--- src/rtl/alu_pkg.sv ---
// alu_pkg: opcode encoding and shared constants for the alu block.
`default_nettype none

package alu_pkg;

  localparam int   ALU_WIDTH   = 8;
  localparam logic ALU_RST_BIT = 1'b0;

  typedef enum logic [2:0] {
    ALU_ADD = 3'd0,
    ALU_SUB = 3'd1,
    ALU_AND = 3'd2,
    ALU_OR  = 3'd3,
    ALU_XOR = 3'd4,
    ALU_NOT = 3'd5,
    ALU_SHL = 3'd6,
    ALU_SHR = 3'd7
  } alu_op_e;

endpackage

`default_nettype wire

--- src/rtl/alu_core.sv ---
// alu_core: combinational result and (with ALU_FLAGS_EN) carry/zero computation.
`default_nettype none

module alu_core
  import alu_pkg::*;
#(
  parameter int WIDTH = ALU_WIDTH
) (
  input  logic [WIDTH-1:0] a,
  input  logic [WIDTH-1:0] b,
  input  alu_op_e          op,
  output logic [WIDTH-1:0] result
`ifdef ALU_FLAGS_EN
  ,
  output logic             carry,
  output logic             zero
`endif
);

  localparam int SHW = $clog2(WIDTH);

  logic [SHW-1:0] sh;
  assign sh = b[SHW-1:0];

  always_comb begin
    result = '0;
    case (op)
      ALU_ADD: result = a + b;
      ALU_SUB: result = a - b;
      ALU_AND: result = a & b;
      ALU_OR:  result = a | b;
      ALU_XOR: result = a ^ b;
      ALU_NOT: result = ~a;
      ALU_SHL: result = a << sh;
      ALU_SHR: result = a >> sh;
      default: result = '0;
    endcase
  end

`ifdef ALU_FLAGS_EN
  // Last bit shifted out: a[WIDTH-sh] for left, a[sh-1] for right (WIDTH is a power of two).
  logic [SHW-1:0] shl_idx;
  logic [SHW-1:0] shr_idx;

  always_comb begin
    shl_idx = -sh;
    shr_idx = sh - SHW'(1);
    carry   = 1'b0;
    case (op)
      ALU_ADD: carry = (result < a);
      ALU_SUB: carry = (a < b);
      ALU_SHL: carry = (sh != '0) && a[shl_idx];
      ALU_SHR: carry = (sh != '0) && a[shr_idx];
      default: carry = 1'b0;
    endcase
    zero = (result == '0);
  end
`endif

endmodule

`default_nettype wire

--- src/rtl/alu.sv ---
// alu: registered 8-op ALU; optional carry/zero flags with macro ALU_FLAGS_EN.
`default_nettype none

module alu
  import alu_pkg::*;
#(
  parameter int WIDTH = ALU_WIDTH
) (
  input  logic             clk,
  input  logic             rst,
  input  logic [WIDTH-1:0] a,
  input  logic [WIDTH-1:0] b,
  input  logic [2:0]       op,
  output logic [WIDTH-1:0] alu_o
`ifdef ALU_FLAGS_EN
  ,
  output logic             carry_o,
  output logic             zero_o
`endif
);

  logic [WIDTH-1:0] core_result;
  logic [WIDTH-1:0] alu_d, alu_q;

`ifdef ALU_FLAGS_EN
  logic core_carry, core_zero;
  logic carry_d, carry_q;
  logic zero_d, zero_q;
`endif

  alu_core #(.WIDTH(WIDTH)) u_core (
    .a      (a),
    .b      (b),
    .op     (alu_op_e'(op)),
    .result (core_result)
`ifdef ALU_FLAGS_EN
    ,
    .carry  (core_carry),
    .zero   (core_zero)
`endif
  );

  always_comb begin
    alu_d = core_result;
`ifdef ALU_FLAGS_EN
    carry_d = core_carry;
    zero_d  = core_zero;
`endif
  end

  always_ff @(posedge clk or posedge rst) begin
    if (rst) begin
      alu_q   <= {WIDTH{ALU_RST_BIT}};
`ifdef ALU_FLAGS_EN
      carry_q <= ALU_RST_BIT;
      zero_q  <= ALU_RST_BIT;
`endif
    end else begin
      alu_q   <= alu_d;
`ifdef ALU_FLAGS_EN
      carry_q <= carry_d;
      zero_q  <= zero_d;
`endif
    end
  end

  assign alu_o = alu_q;
`ifdef ALU_FLAGS_EN
  assign carry_o = carry_q;
  assign zero_o  = zero_q;
`endif

endmodule

`default_nettype wire

--- config.mk ---
export PLATFORM = sky130hd
export DESIGN_NAME = alu
export DESIGN_NICKNAME = d
export VERILOG_FILES = /design/src/rtl/alu_pkg.sv /design/src/rtl/alu_core.sv /design/src/rtl/alu.sv
export SDC_FILE = /design/constraint.sdc
export NUM_CORES = 1
export LEC_CHECK = 0
export BUFFER_PORTS_ARGS = -buffer_cell sky130_fd_sc_hd__buf_2
export CAP_MARGIN = 20
export CORE_MARGIN = 2
export CORE_UTILIZATION = 38
export CTS_CLUSTER_SIZE = 28
export DETAILED_ROUTE_END_ITERATION = 6
export GPL_TIMING_DRIVEN = 0
export PLACE_DENSITY_LB_ADDON = 0.25
export SLEW_MARGIN = 0
export SYNTH_ARGS = -nofsm -noshare
export SYNTH_HDL_FRONTEND = slang
export SYNTH_SLANG_ARGS = --single-unit
--- constraint.sdc ---
create_clock -name clk -period 0.9 [get_ports clk]
set_input_delay 0.135 -clock clk [delete_from_list [all_inputs] [get_ports clk]]
set_output_delay 0.135 -clock clk [all_outputs]
set_load 0.01 [all_outputs]
Yosys cells after proc, flatten, opt, wreduce, memory -nomap -nowiden
Index checks and enable logic that the tools add are counted.
Widths: inputs -> output; s select.

word-level totals
  register bits = 8
  bits of input ports = 21
  output and inout port bits = 8
  word-level logic and storage cells = 18

cells by class
  add/subtract/negate cells = 2
  equal/unequal tests = 7
  shifts and indexed selects = 2
  multiplexer cells = 1
  bitwise gates (word level) = 4
  reduce and logical (&&, ||, !) cells = 1

operator list
  kind                number
  $pmux 8 s8          1
  $eq 3x3->1 const B  4
  $add 8x8->8         1
  $and 8x8->8         1
  $not 8->8           1
  $or 8x8->8          1
  $shl 8x3->8         1
  $shr 8x3->8         1
  $sub 8x8->8         1
  $xor 8x8->8         1
  $eq 3x2->1 const B  2
  $eq 3x1->1 const B  1
  $logic_not 3->1     1

Longest topological paths before layout
Gate-level depths: netlist of run 1.

  depth after elaboration = 2
  gate-level depth with buffers = 12
  gate-level depth less buffers = 10

Hierarchy
Synthesis of run 1 repeated with hierarchy kept, for this count alone.

unflattened totals
  cells, all modules = 197
  area, all modules = 1712.9 um^2

by module, submodules not included
  module    instances  cells an instance  area an instance (um^2)  seq. area each (um^2)
  alu_core  1          188                1508.9                   0.0
  alu       1          9                  203.9                    200.2

Worst setup path after synthesis of run 1
Ideal clock, no wire load.

  path type = input port to flip-flop
  start = input b[0]
  end = register alu_q[6] (netlist: alu_o[6])
  arrival time = 2.094 ns
  required time = 0.776 ns
  setup slack = -1.318 ns
  stages on the path = 11
  buffers on the path = 2
  cells stage by stage = buf_6 > buf_6 > inv_1 > ha_1 > mux2i_1 > fa_1 > a211oi_1 > o21bai_1 > a21oi_1 > xnor2_1 > a211o_1

between the ends
  cells in the longest elaborated chain, start to end = 2
  elaborated cells between the ends (all ways) = 5
  classes of those cells = add/sub (2); shift (2); mux (1)

RTL lines
  element                              line            RTL
  start: declaration                   alu.sv:12       input logic [WIDTH-1:0] b,
  $sub 8x8->8 (tied with other cells)  alu_core.sv:29  ALU_SUB: result = a - b;
  $pmux 8 s8 *                         alu_core.sv:27  case (op)
  named net alu_d[6]                   alu.sv:23       logic [WIDTH-1:0] alu_d, alu_q;
  end signal: assignment               alu.sv:53       alu_q <= {WIDTH{ALU_RST_BIT}};
  end signal: assignment               alu.sv:59       alu_q <= alu_d;
  end: declaration                     alu.sv:23

Mark *: on every way through the listed nets, which the timed path passes. The rest lies on a longest branch.

Final worst setup path of run 1
Same ends and word-level chain as after synthesis.

==> run summary, run 1 <==
DIE AREA -> 0.00519 mm^2
outcome -> complete, but fails checks
drt wl/cell -> 18.3 um
leading post-synthesis cells by cell area -> ha_1, dfrtp_1, xnor2_1
Overflow after GRT -> 0
Mean Syn Cell Area -> 8.58 um^2
f_max -> 498 MHz
Worst VDD drop -> 0.000505 V
Final setup viols -> 8
Routed Antenna Nets -> 0
Area Growth Syn to Fin -> 42.6%
Mapped Cells -> 205
sequential area share after synthesis -> 11.4%
post-synth cell types -> 52
Tmin final -> 2.01 ns
Worst-path clk slew -> 0.04 ns
kind of end point of the critical path -> register
clock tree buffer depth -> 2
# diodes -> 0
Rows -> 24
mapped cell area -> 0.00176 mm^2
Final HPWL DP -> 4030 um
Core Box Area -> 0.00441 mm^2
Ys Warns -> 0
Synthesized Nets -> 252
Setup CP Type -> input port to register
worst path arrival time -> 2.11 ns
CTS Sinks -> 8
# IOs -> 29
violated checks -> negative setup slack
Final Util -> 56.8%
DRC -> 0
crit path max fanout -> 3
CTS H-tree depth -> 1
DIE WIDTH -> 72.0 um
Post-synth top flop -> dfrtp_1
relative slew slack -> 60.9%
via count -> 1875
Hold WC Path Type -> input port to register
EDFF count, synth -> 0
Port Buf Inserts -> 26
Worst setup SP type -> input port
overall routing resource usage -> 21.0%
Power Density -> 979 mW/mm^2
Layout Nets -> 304
vias per cell -> 6.11
vias in the first global route -> 1744
hold-critical path endpoint -> alu_o[2]
RSZ-0062 raised after global routing -> true
final hold viol count -> 0
ys async rst share -> 100%
largest net degree at the start of global routing -> 11
Placer Congestion -> 0.943
Root Buffer -> clkbuf_8
Largest register FFs -> 8
total CTS buffers -> 3
Slew @ Worst Pin -> 0.586 ns
routed wire length -> 5630 um
Pre-antenna DRT Iters -> 5
final setup margin -> -1.11 ns
layout cells sized above 1 -> 40.0%
leakage -> 0.00112 uW
final worst-path cycle share -> 223%
Hold Startpoint -> op[0]
Synth Register Bits -> 8
critical path required time -> 1.00 ns
post-synth top area share -> 17.8%
global-route wire length before repair -> 8600 um
WHS Path Cells -> 4
antenna violations before repair -> 0
post-synth top area cell -> ha_1
clock tree from TritonCTS -> built
max cap viols -> 0
initial DRC count -> 137
Slew Limit Fails -> 0
Initial Util -> 39.8%
Place WS -> -1.54 ns
Die Y -> 72.0 um
## per-stage QoR
step	cells	power (uW)	hold slack, ns	setup TNS [ns]	instance area (um^2)
after global routing	307	2610	0.298	-7.20	2510
after global placement	283	1630	0.0715	-9.75	2040
after detailed placement	283	1620	0.0806	-9.73	2040
after floorplan	205	1270	-0.0493	-6.84	1840
after CTS	302	2220	0.283	-6.58	2310
final	307	2450	0.296	-6.49	2510
## cell usage after synthesis (all sizes together), types with 3 or more instances
library cell / instances
a211o: 4
o221ai: 7
buf: 9
o22ai: 4
nand3: 3
o21ai: 8
inv: 23
nor2: 15
nand2: 9
o211ai: 4
a32oi: 3
a221o: 4
nor3: 6
mux2i: 9
dfrtp: 8
xnor2: 13
mux4: 5
a31oi: 8
ha: 25
a22oi: 4
a21oi: 10
## worst max path at each step
stage               slack [ns]       end  start  cells past startpoint
floorplan                -1.14  alu_o[5]  op[2]                     10
global placement         -1.55  alu_o[7]   b[0]                     13
detailed placement       -1.54  alu_o[6]   b[0]                     12
CTS                      -1.08  alu_o[5]   b[0]                     14
global route             -1.23  alu_o[7]   b[0]                     13
finish                   -1.11  alu_o[6]   b[0]                     14
## layout make-up
| class | count | area [um^2] |
|---|---|---|
| Clock buffer | 3 | 41.3 |
| Buffer | 11 | 126 |
| Inverter | 23 | 106 |
| Sequential cell | 8 | 200 |
| Fill cell | 400 | 1910 |
| Tap cell | 52 | 65.1 |
| Multi-Input combinational cell | 163 | 1620 |
| Timing Repair Buffer | 47 | 348 |
## routing by layer
layer | global-route usage (%) | vias up | wire length (um)
met5 | 0 | - | 0
met4 | 7.97 | 0 | 201
met3 | 1.67 | 18 | 415
met2 | 34.7 | 108 | 2700
met1 | 28.8 | 870 | 2310
li1 | - | 879 | -
## critical path, cell delays in order
cell      delay [ns]
buf_8           0.10
buf_12          0.12
buf_12          0.12
clkinv_8        0.04
ha_4            0.16
nor2_4          0.05
xnor2_2         0.16
ha_4            0.24
buf_4           0.13
a211oi_2        0.17
o21bai_1        0.10
a21oi_1         0.16
xnor2_1         0.12
a211o_1         0.28
## power breakdown
group,internal [uW],switching [uW],total [uW]
sequential,418,9.22,427
clock,288,121,408
combinational,804,816,1620
total,1510,945,2450
## logic make-up after synthesis
family | after synthesis | synth area share [%]
AO/OA/AOI/OAI | 66 | 27.8
AND/OR/NAND/NOR | 43 | 13.5
buffers and inverters | 34 | 9.11
adder cells (fa/ha/maj) | 26 | 18.9
multiplexers | 15 | 12.8
XOR/XNOR | 13 | 6.48
flip-flops | 8 | 11.4
## timing repair
action                                  4_1_cts  5_1_grt
setup buffers                                15        6
hold buffers                                  1        0
resized for setup                            26       28
pin swaps                                    20       18
endpoints found under the setup margin        8        8
hold endpoints to repair                      8        0
## cells in the final DEF (no fill, tap or decap), types with 5 or more instances in the layout
| master | instances |
|---|---|
| buf_2 | 24 |
| ha_1 | 19 |
| inv_1 | 18 |
| buf_4 | 16 |
| nor2_1 | 13 |
| a21oi_1 | 8 |
| dfrtp_1 | 8 |
| buf_6 | 7 |
| mux2i_1 | 7 |
| xnor2_2 | 7 |
| nand2_1 | 6 |
| o221ai_1 | 6 |
| a31oi_1 | 6 |
| xnor2_1 | 6 |
| ha_4 | 6 |
| buf_12 | 5 |
Note: power is estimated with default switching activity, not from simulation.
==> run 2: changes to the inputs <==
--- a/config.mk
+++ b/config.mk
@@ -5,7 +5,7 @@
 export SDC_FILE = /design/constraint.sdc
 export NUM_CORES = 1
 export LEC_CHECK = 0
-export BUFFER_PORTS_ARGS = -buffer_cell sky130_fd_sc_hd__buf_2
+export BUFFER_PORTS_ARGS = -buffer_cell sky130_fd_sc_hd__clkbuf_2
 export CAP_MARGIN = 20
 export CORE_MARGIN = 2
 export CORE_UTILIZATION = 38
==> run summary, run 2 (synthesis gave the netlist of run 1 again) <==
via count -> 1864
clock tree buffer depth -> 2
Layout Nets -> 300
Tmin final -> 2.09 ns
antenna violations before repair -> 0
max cap viols -> 0
CTS Sinks -> 8
minimum hold slack -> 0.279 ns
DIE AREA -> 0.00519 mm^2
Finished Layout Cells -> 303
violated checks -> negative setup slack
slowest CP cell -> ha_2
Place WS -> -1.56 ns
final hold viol count -> 0
Power Density -> 982 mW/mm^2
RSZ-0062 raised after global routing -> true
placed cell count -> 283
Worst setup SP type -> input port
Setup CP Type -> input port to register
overall routing resource usage -> 21.8%
# IOs -> 29
most common cell after layout, fill and taps aside -> clkbuf_2
outcome -> complete, but fails checks
Largest register FFs -> 8
relative slew slack -> 63.7%
leakage -> 0.00109 uW
drt wl/cell -> 18.5 um
total power -> 2400 uW
Root Buffer -> clkbuf_8
vias in the first global route -> 1755
layout cells sized above 1 -> 38.2%
Worst VDD drop -> 0.000581 V
Die Y -> 72.0 um
routed wire length -> 5590 um
worst path cell trace -> clkbuf_16, buf_12, buf_12, inv_8, ha_4, a31oi_4, xnor2_2, ha_2, a21o_1, nand3_1, and3b_2, xnor2_2, o221ai_2
DIE WIDTH -> 72.0 um
Port Buf Inserts -> 26
final setup margin -> -1.19 ns
setup TNS -> -7.59 ns
CP Launch Point -> b[0]
# diodes -> 0
largest net degree at the start of global routing -> 11
critical path required time -> 0.99 ns
Final setup viols -> 8
vias per cell -> 6.15
Routed Antenna Nets -> 0
clock tree from TritonCTS -> built
Placer Congestion -> 0.936
most frequent cells in the layout -> clkbuf_2, ha_1, inv_1
Pre-antenna DRT Iters -> 5
Slew @ Worst Pin -> 0.545 ns
Worst-path clk slew -> 0.04 ns
Hold WC Path Type -> input port to register
Overflow after GRT -> 0
Core Box Area -> 0.00441 mm^2
CP max stage delay -> 0.38 ns
Slew Limit Fails -> 0
kind of end point of the critical path -> register
initial DRC count -> 150
Initial Util -> 39.8%
Rows -> 24
global-route wire length before repair -> 8870 um
CTS H-tree depth -> 1
worst path arrival time -> 2.18 ns
final worst-path cycle share -> 233%
total CTS buffers -> 3
Hold Startpoint -> op[0]
Area Growth Syn to Fin -> 39.0%
DRC -> 0
f_max -> 478 MHz
Final HPWL DP -> 4130 um
crit path max fanout -> 5
run 2: cell types whose count changed in the layout (fill, tap and decap cells not counted), moves of 2 or more:
cell       before  now
clkbuf_2        0   24
buf_2          24    1
buf_4          16   10
ha_4            6    2
a21oi_2         1    4
xnor2_2         7    4
a21oi_1         8    6
clkbuf_16       0    2
ha_1           19   21
ha_2            0    2
nor2_4          2    0
xnor2_1         6    8
run 2: final cells by class:
cell class	count	area (um^2)
clock buffers	3	41.3
repair buffers	43	352
multi-input cells	163	1570
fillers	399	1970
flip-flops and latches	8	200
plain buffers	11	116
well taps	52	65.1
inverters	23	98.8
run 2: path summary, 6_finish.rpt:
check	cells after the start	slack, ns	to
worst max-delay path	13	-1.19	alu_o[7]
max in group asynchronous	3	0.32	alu_o[7]
worst min-delay path	4	0.28	alu_o[2]
min in group asynchronous	3	0.37	alu_o[1]
run 2: power by group:
group          internal (uW)  switching, uW
logic                    755            810
clock network            287            116
registers                418           12.1
run 2: timing repair:
action,4_1_cts,5_1_grt
pin swaps,25,10
endpoints found under the hold margin,8,0
setup endpoints to repair,8,8
buffers inserted,12,5
hold buffers,1,0
resized for setup,28,21
run 2: metal layers:
metal / global-route usage [%] / routed length (um) / vias up
li1: - / - / 868
met3: 0.972 / 419 / 4
met1: 30.4 / 2430 / 881
met2: 37.2 / 2730 / 111
met5: 0 / 0 / -
met4: 5.24 / 10 / 0
run 2: worst max-delay path, delay by kind of cell:
| family | cells | cell delay, ns |
|---|---|---|
| XOR/XNOR | 2 | 0.33 |
| buffers and inverters | 4 | 0.40 |
| AND/OR/NAND/NOR | 2 | 0.36 |
| adder cells (fa/ha/maj) | 2 | 0.53 |
| AO/OA/AOI/OAI | 3 | 0.42 |
run 2: stage by stage:
| step | instance area [um^2] | util, % |
|---|---|---|
| floorplan | 1840 | - |
| global placement | 2040 | 46.2 |
| detailed placement | 2040 | 46.2 |
| CTS | 2330 | 52.7 |
| global route | 2440 | 55.4 |
| finish | 2440 | 55.4 |
